**config.mk**
```make
export PLATFORM = sky130hd
export DESIGN_NAME = hazard_controller
export DESIGN_NICKNAME = d
export VERILOG_FILES = /design/src/rtl/hazard_controller.sv
export SDC_FILE = /design/constraint.sdc
export NUM_CORES = 1
export LEC_CHECK = 0
export BUFFER_PORTS_ARGS = -buffer_cell sky130_fd_sc_hd__buf_2
export CAP_MARGIN = 15
export CORE_MARGIN = 1.5
export CORE_UTILIZATION = 30
export DETAILED_ROUTE_END_ITERATION = 8
export SYNTH_ARGS = -nofsm -noshare
export SYNTH_HDL_FRONTEND = slang
export SYNTH_SLANG_ARGS = --single-unit
```
**constraint.sdc**
```tcl
create_clock -name clk -period 1.9 [get_ports clk]
set_input_delay 0.285 -clock clk [delete_from_list [all_inputs] [get_ports clk]]
set_output_delay 0.285 -clock clk [all_outputs]
set_load 0.02 [all_outputs]
```
**src/rtl/hazard_controller.sv**
```systemverilog
// Pipeline hazard controller for a five-stage in-order core.
// Generates per-stage stall/flush controls, ALU operand forwarding selects,
// and sequences multi-cycle multiply/divide and data-memory waits.
// Optional feature: define HAZARD_FORWARDING_EN to enable operand forwarding;
// without it, every decode-stage RAW dependency on E/M is resolved by stalling.
module hazard_controller #(
  parameter int unsigned MULDIV_CYCLES = 32
) (
  input  logic       clk,
  input  logic       reset_n,
  input  logic [4:0] d_rs,
  input  logic [4:0] d_rt,
  input  logic [4:0] e_rs,
  input  logic [4:0] e_rt,
  input  logic [4:0] e_rf_wa,
  input  logic       e_rf_we,
  input  logic       e_is_load,
  input  logic [4:0] m_rf_wa,
  input  logic       m_rf_we,
  input  logic [4:0] w_rf_wa,
  input  logic       w_rf_we,
  input  logic       e_branch_taken,
  input  logic       e_muldiv_start,
  input  logic       m_dmem_access,
  input  logic       dmem_ready,
  output logic       f_stall,
  output logic       d_stall,
  output logic       e_stall,
  output logic       m_stall,
  output logic       d_flush,
  output logic       e_flush,
  output logic       m_flush,
  output logic       w_flush,
  output logic [1:0] e_fwd_a,
  output logic [1:0] e_fwd_b,
  output logic       muldiv_busy
);

  typedef enum logic [1:0] {StRun, StMuldiv, StMemwait} state_e;

  localparam logic [7:0] CntLoad = 8'(MULDIV_CYCLES - 1);

  state_e     state_q, state_d;
  logic [7:0] cnt_q, cnt_d;

  logic mem_wait;
  logic load_use;
  logic data_stall;

  assign mem_wait = m_dmem_access && !dmem_ready;
  assign load_use = e_is_load && (e_rf_wa != 5'd0) && ((e_rf_wa == d_rs) || (e_rf_wa == d_rt));

`ifdef HAZARD_FORWARDING_EN
  logic [1:0] fwd_a, fwd_b;
  logic       unused_raw;

  // Only loads need a stall; every other dependency is covered by forwarding.
  assign data_stall = load_use;
  assign unused_raw = e_rf_we;

  // Operand source select; memory stage holds the younger result so it wins.
  always_comb begin
    fwd_a = 2'b00;
    fwd_b = 2'b00;
    if (m_rf_we && (m_rf_wa != 5'd0) && (m_rf_wa == e_rs)) begin
      fwd_a = 2'b10;
    end else if (w_rf_we && (w_rf_wa != 5'd0) && (w_rf_wa == e_rs)) begin
      fwd_a = 2'b01;
    end
    if (m_rf_we && (m_rf_wa != 5'd0) && (m_rf_wa == e_rt)) begin
      fwd_b = 2'b10;
    end else if (w_rf_we && (w_rf_wa != 5'd0) && (w_rf_wa == e_rt)) begin
      fwd_b = 2'b01;
    end
  end
`else
  logic fwd_none_e_hit;
  logic fwd_none_m_hit;
  logic unused_fwd;

  // Without forwarding, decode waits until producers in E and M have retired
  // past the register file (writeback writes in the first half-cycle).
  assign fwd_none_e_hit = e_rf_we && (e_rf_wa != 5'd0) &&
                          ((e_rf_wa == d_rs) || (e_rf_wa == d_rt));
  assign fwd_none_m_hit = m_rf_we && (m_rf_wa != 5'd0) &&
                          ((m_rf_wa == d_rs) || (m_rf_wa == d_rt));
  assign data_stall     = load_use || fwd_none_e_hit || fwd_none_m_hit;
  assign unused_fwd     = ^{e_rs, e_rt, w_rf_wa, w_rf_we};
`endif

  // State and occupancy counter; reset abandons any multi-cycle operation.
  always_ff @(posedge clk or negedge reset_n) begin
    if (!reset_n) begin
      state_q <= StRun;
      cnt_q   <= 8'd0;
    end else begin
      state_q <= state_d;
      cnt_q   <= cnt_d;
    end
  end

  // Next-state and stall/flush decode; all outputs forced low during reset.
  always_comb begin
    state_d     = state_q;
    cnt_d       = cnt_q;
    f_stall     = 1'b0;
    d_stall     = 1'b0;
    e_stall     = 1'b0;
    m_stall     = 1'b0;
    d_flush     = 1'b0;
    e_flush     = 1'b0;
    m_flush     = 1'b0;
    w_flush     = 1'b0;
    muldiv_busy = 1'b0;
    e_fwd_a     = 2'b00;
    e_fwd_b     = 2'b00;

    unique case (state_q)
      StRun: begin
        if (mem_wait) begin
          // Memory wait outranks everything; branch/muldiv stay held in E.
          {f_stall, d_stall, e_stall, m_stall} = 4'b1111;
          w_flush = 1'b1;
          state_d = StMemwait;
        end else if (e_branch_taken) begin
          d_flush = 1'b1;
          e_flush = 1'b1;
        end else if (data_stall) begin
          f_stall = 1'b1;
          d_stall = 1'b1;
          e_flush = 1'b1;
        end else if (e_muldiv_start) begin
          // Entry cycle is the first of MULDIV_CYCLES stall cycles.
          {f_stall, d_stall, e_stall} = 3'b111;
          m_flush     = 1'b1;
          muldiv_busy = 1'b1;
          cnt_d       = CntLoad;
          state_d     = StMuldiv;
        end
      end
      StMuldiv: begin
        if (cnt_q == 8'd0) begin
          state_d = StRun;
        end else begin
          cnt_d = cnt_q - 8'd1;
          {f_stall, d_stall, e_stall} = 3'b111;
          m_flush     = 1'b1;
          muldiv_busy = 1'b1;
        end
      end
      StMemwait: begin
        if (!dmem_ready) begin
          {f_stall, d_stall, e_stall, m_stall} = 4'b1111;
          w_flush = 1'b1;
        end else begin
          // Pipeline advances this cycle, so a held taken branch resolves now.
          state_d = StRun;
          if (e_branch_taken) begin
            d_flush = 1'b1;
            e_flush = 1'b1;
          end
        end
      end
      default: begin
        state_d = StRun;
        cnt_d   = 8'd0;
      end
    endcase

`ifdef HAZARD_FORWARDING_EN
    e_fwd_a = fwd_a;
    e_fwd_b = fwd_b;
`endif

    if (!reset_n) begin
      f_stall     = 1'b0;
      d_stall     = 1'b0;
      e_stall     = 1'b0;
      m_stall     = 1'b0;
      d_flush     = 1'b0;
      e_flush     = 1'b0;
      m_flush     = 1'b0;
      w_flush     = 1'b0;
      muldiv_busy = 1'b0;
      e_fwd_a     = 2'b00;
      e_fwd_b     = 2'b00;
    end
  end

endmodule
```
Yosys cells after proc, flatten, opt, wreduce, memory -nomap -nowiden. Cells that the tools add are included.

Logic and storage cells: 80. Input bits: 45. Output and inout port bits: 13. Register bits after elaboration: 10.

Eq/ne operators: 16. Add/sub/neg operators: 1. Bitwise logic cells: 1. Reductions and logical operators: 18. Multiplexer cells: 42.

Operators by type and width (count): 2-to-1 mux 8 bit (5); case mux 8 bit (3 select lines) (1); 2-to-1 mux 1 bit (23); == test 5 bit (4); inequality test 2 bit, second input constant (7); 2-to-1 mux 2 bit (6); nonzero test 5 bit (2); inequality test 3 bit, second input constant (3); zero test 8 bit (1); case mux 1 bit (2 select lines) (4); subtractor 8 x 1 -> 8 bit, second input constant (1); logical AND 1 bit (7); case mux 1 bit (3 select lines) (2); case mux 2 bit (3 select lines) (1); AND reduction 6 bit (1); AND reduction 5 bit (1); logical OR 1 bit (4); == test 2 x 1 -> 1 bit, second input constant (1); == test 2 bit, second input constant (1); zero test 2 bit (1); zero test 1 bit (1); inverter 1 bit (1).

Depth between registers and ports, before layout.
Depth after elaboration: 10. Mapped depth: 8.

Least setup slack after synthesis. No wires, ideal clock.

Path type: flip-flop to output port. From: register cnt_q[0]. To: output port f_stall. Stages on the path, launching flop included: 9. Buffers on the path: 1. Arrival: 2216 ps. Path slack: -601 ps. Path through: dfrtp_1 -> inv_1 -> ha_1 -> nor2b_1 -> nor3b_1 -> a21oi_1 -> nor2_1 -> a221oi_1 -> buf_4.

Longest elaborated chain between the ends: 4.

Ends and longest elaborated chain: from (decl) (RTL line 44) `logic [7:0] cnt_q, cnt_d;`; from (signal assigned) (RTL line 98) `cnt_q <= cnt_d;`; zero test 8 bit (RTL line 142) `if (cnt_q == 8'd0) begin`; 2-to-1 mux 1 bit; case mux 1 bit (3 select lines); 2-to-1 mux 1 bit; to (decl) (RTL line 26) `output logic f_stall,`.

No other way between the ends.

Worst setup path after layout.
From: register cnt_q[0]. To: output port f_stall.

Longest elaborated chain between the ends: 4.

Ends and longest elaborated chain: zero test 8 bit (RTL line 142); 2-to-1 mux 1 bit (RTL line 142); case mux 1 bit (3 select lines) (RTL line 118) `unique case (state_q)`; 2-to-1 mux 1 bit (RTL line 175) `if (!reset_n) begin`.

No other way between the ends.

==> summary.txt <==
Status
  – Outcome: finished, violations left
  – Failing checks: negative setup slack

Yosys
  – Synth Cell Area: 1075 µm²
  – Syn avg cell area: 8.021 µm²
  – Count of unique library cells instantiated by Yosys: 42
  – Post-synth EDFFs: 0
  – Seq/Total Area, Yosys: around a quarter
  – Largest family of logic cells by synthesized area: compound AO/OA/AOI/OAI gates
  – Synth Warn #: 0
  – Seq cells post-synth: 10
  – Predominant post-synthesis flop cell: dfrtp_1
  – Post-synthesis compound-gate area fraction: 24.80%
  – Share of flip-flops with an asynchronous set or reset: 100.0%
  – Post-Synth Simple-Gate Area: 22.93%
  – Cells after Synth: roughly 130
  – Post-synthesis mux area share: 1.863%
  – Adder-cell share of the synthesized area: 2.328%
  – XOR/XNOR Fraction of Synth Area: roughly 16%

Route
  – First-pass iteration count of the detailed router: 4
  – Iter 0 DRT Violations: 38
  – Routed wire length: ~3.4 mm
  – Routed via count: 1,277
  – WL/cell: 13.30 µm
  – Final ANT Viol Nets: 0
  – Remaining DRCs: 0
  – DR vias/cell: 5.067

STA
  – Fin. Hold Viols: 0
  – Final Cycle Share: 114.0%
  – Setup WS post-layout: -0.2660 ns
  – Skew final: ~0.0036 ns
  – Final setup fails: 6
  – RSZ-0062 raised after global routing: true
  – Max-slew violations: 0
  – Final Critical Period: around 2.2 ns
  – Max Fclk: about 460 MHz

Min path
  – Hold WC Path Type: in -> async

Run
  – Total of max-cap violations: 0

Setup path
  – CP Capture Type: output pin
  – Startpoint Class: register
  – Worst EP required: 1.62 ns
  – Setup CP Type: reg -> out
  – Critical path arrival: 1.88 ns
  – CP max FO: 3
  – Critical path cell sequence: inv_2, ha_4, nor2b_4, nor3b_4, a21oi_4, nor2_2, a221oi_4, buf_4
  – CP max stage cell: dfrtp_1
  – CP max stage delay: roughly 0.36 ns

Global routing
  – Global route overflow: 0
  – First-pass GRT wire length: 5.616 mm
  – Largest net degree at the start of global routing: 13
  – GRT Total Usage: 17.67%
  – Number of global-route vias before repair: 1,269
  – Initial antenna violation count: 0

Clock network
  – Root buffer cell: clkbuf_4
  – Worst-path clk slew: 0.08 ns
  – H-tree levels: 1
  – Worst-case clock buffer depth: 2
  – Worst-Skew Late Latency: between 0.2 and 0.3 ns
  – TritonCTS clock tree: yes
  – Clock sinks: 10
  – Inserted Clock Buffers: 3

Placed design
  – Port bufs: 37
  – Post-place instance area: between 1500 and 2000 µm²
  – GPL Wtd Cong: 0.9186
  – Post-DP HPWL: 2.601 mm
  – Placed Instances: 239

Floorplan
  – Core Rows: 21
  – IO Pins: 58
  – Die area: 3951 µm²
  – Initial Util: 31.71%
  – Die W: 62.86 µm
  – Core ar.: 3390 µm²
  – Die height: roughly 63 µm

Final layout
  – Nets@finish: 254
  – Non-filler instance count after layout: about 250
  – Seq. cell area: 251.5 µm²
  – Multi-input gate area: 875.8 µm²
  – Area delta synth->final: 63.33%
  – Final instance area: about 1800 µm²
  – Ratio of cells with drive above 1 in the final layout: ~50%
  – Antenna diodes: 0
  – Most frequent cells in the layout: 39 x buf_4, 29 x buf_2, 19 x xor2_1
  – Most common cell after layout, fill and taps aside: buf_4
  – Filler cells: 322

Power and ir drop
  – Worst vdd ir: around 0.53 mV
  – Pwr Density: 954.0 nW/µm²
  – Total power draw: 1675 µW
  – Static leakage: 0.0008186 µW
## state kept, by name, indices dropped and copies added (netlist names)
signal / flops
state_q: 2
cnt_q: 8
## final cells by class
| type | count | share of cell area (%) |
|---|---|---|
| Sequential cell | 10 | 14.33 |
| Clock buffer | 4 | 2.067 |
| Inverter | 7 | 1.497 |
| Multi-Input combinational cell | 111 | 49.89 |
| Tap cell | 46 | 3.279 |
| Timing Repair Buffer | 74 | 28.94 |
## path summary, 6_finish.rpt
check,start,endpoint,slack [ns],cells after the start
setup reg to reg,cnt_q[0],cnt_q[7],0.14,8
max in group asynchronous,reset_n,state_q[1],1.15,2
hold / removal,reset_n,cnt_q[2],0.02,2
min in group clk,dmem_ready,state_q[1],0.32,3
setup / recovery,cnt_q[0],f_stall,-0.27,8
hold reg to reg,cnt_q[5],cnt_q[5],0.55,1
## worst max-delay path, delay by kind of cell (launching register included)
family | cells | cell delay (ns)
AOI/OAI and AO/OA | 2 | 0.49
adders and majority gates | 1 | 0.15
buffers and inverters | 2 | 0.25
and+or+nand+nor | 3 | 0.36
DFF | 1 | 0.36
## cells in the mapped netlist, types with 2 or more instances
library cell | instances | area [µm²]
a21oi_1 | 6 | 30.03
nand2_1 | 9 | 33.78
o31ai_1 | 2 | 15.01
or4_1 | 2 | 15.01
or3_2 | 2 | 15.01
inv_1 | 7 | 26.28
o21ai_0 | 6 | 30.03
buf_4 | 7 | 52.55
nand2b_1 | 2 | 12.51
nor2b_1 | 2 | 12.51
o22a_1 | 2 | 17.52
nor3_1 | 12 | 60.06
mux2i_1 | 2 | 20.02
dfrtp_1 | 10 | 250.2
ha_1 | 2 | 25.02
o32a_1 | 2 | 20.02
or3_1 | 4 | 25.02
xor2_1 | 20 | 175.2
nor2_1 | 11 | 41.29
and2_1 | 2 | 12.51
## timing repair
item	in CTS	in global routing
setup endpoints to repair	6	10
endpoints found under the hold margin	5	0
pin swaps	10	3
gates cloned	0	0
resized for setup	22	5
buffers inserted	7	2
hold buffers	1	0
## per-layer routing
layer | vias to the layer above | routed length, µm | global-route usage [%]
met2 | 43 | 1665 | 31.72
li1 | 625 | - | -
met4 | 0 | 36 | 5.000
met3 | 4 | 139 | 1.802
met1 | 605 | 1510 | 22.31
met5 | - | 0 | 0
## logic make-up (layout without fill, tap and decap cells)
family,Yosys count,in the layout
AOI/OAI and AO/OA,34,34
xor gates and xnor gates,20,20
adders and majority gates,2,2
buffers and inverters,16,85
DFF,10,10
muxes,2,2
other,1,4
and+or+nand+nor,49,49
## where the power goes
| group | switching, µW | internal (µW) |
|---|---|---|
| sequential | 69.0 | 282 |
| clock | 88.1 | 117 |
| combinational | 545 | 575 |
## metrics by stage
step	hold slack (ns)	worst slack, ns	utilization [%]	setup TNS (ns)
global route	0.03964	-0.3697	51.79	-1.840
CTS	0.02114	-0.3233	50.79	-1.471
finish	0.02279	-0.2660	51.79	-1.330
global placement	0.1509	-0.1112	45.26	-0.6940
detailed placement	0.1579	-0.1317	45.26	-0.8667
floorplan	-0.01059	-0.09858	-	-0.09858
Note: power is estimated with default switching activity, not from simulation.
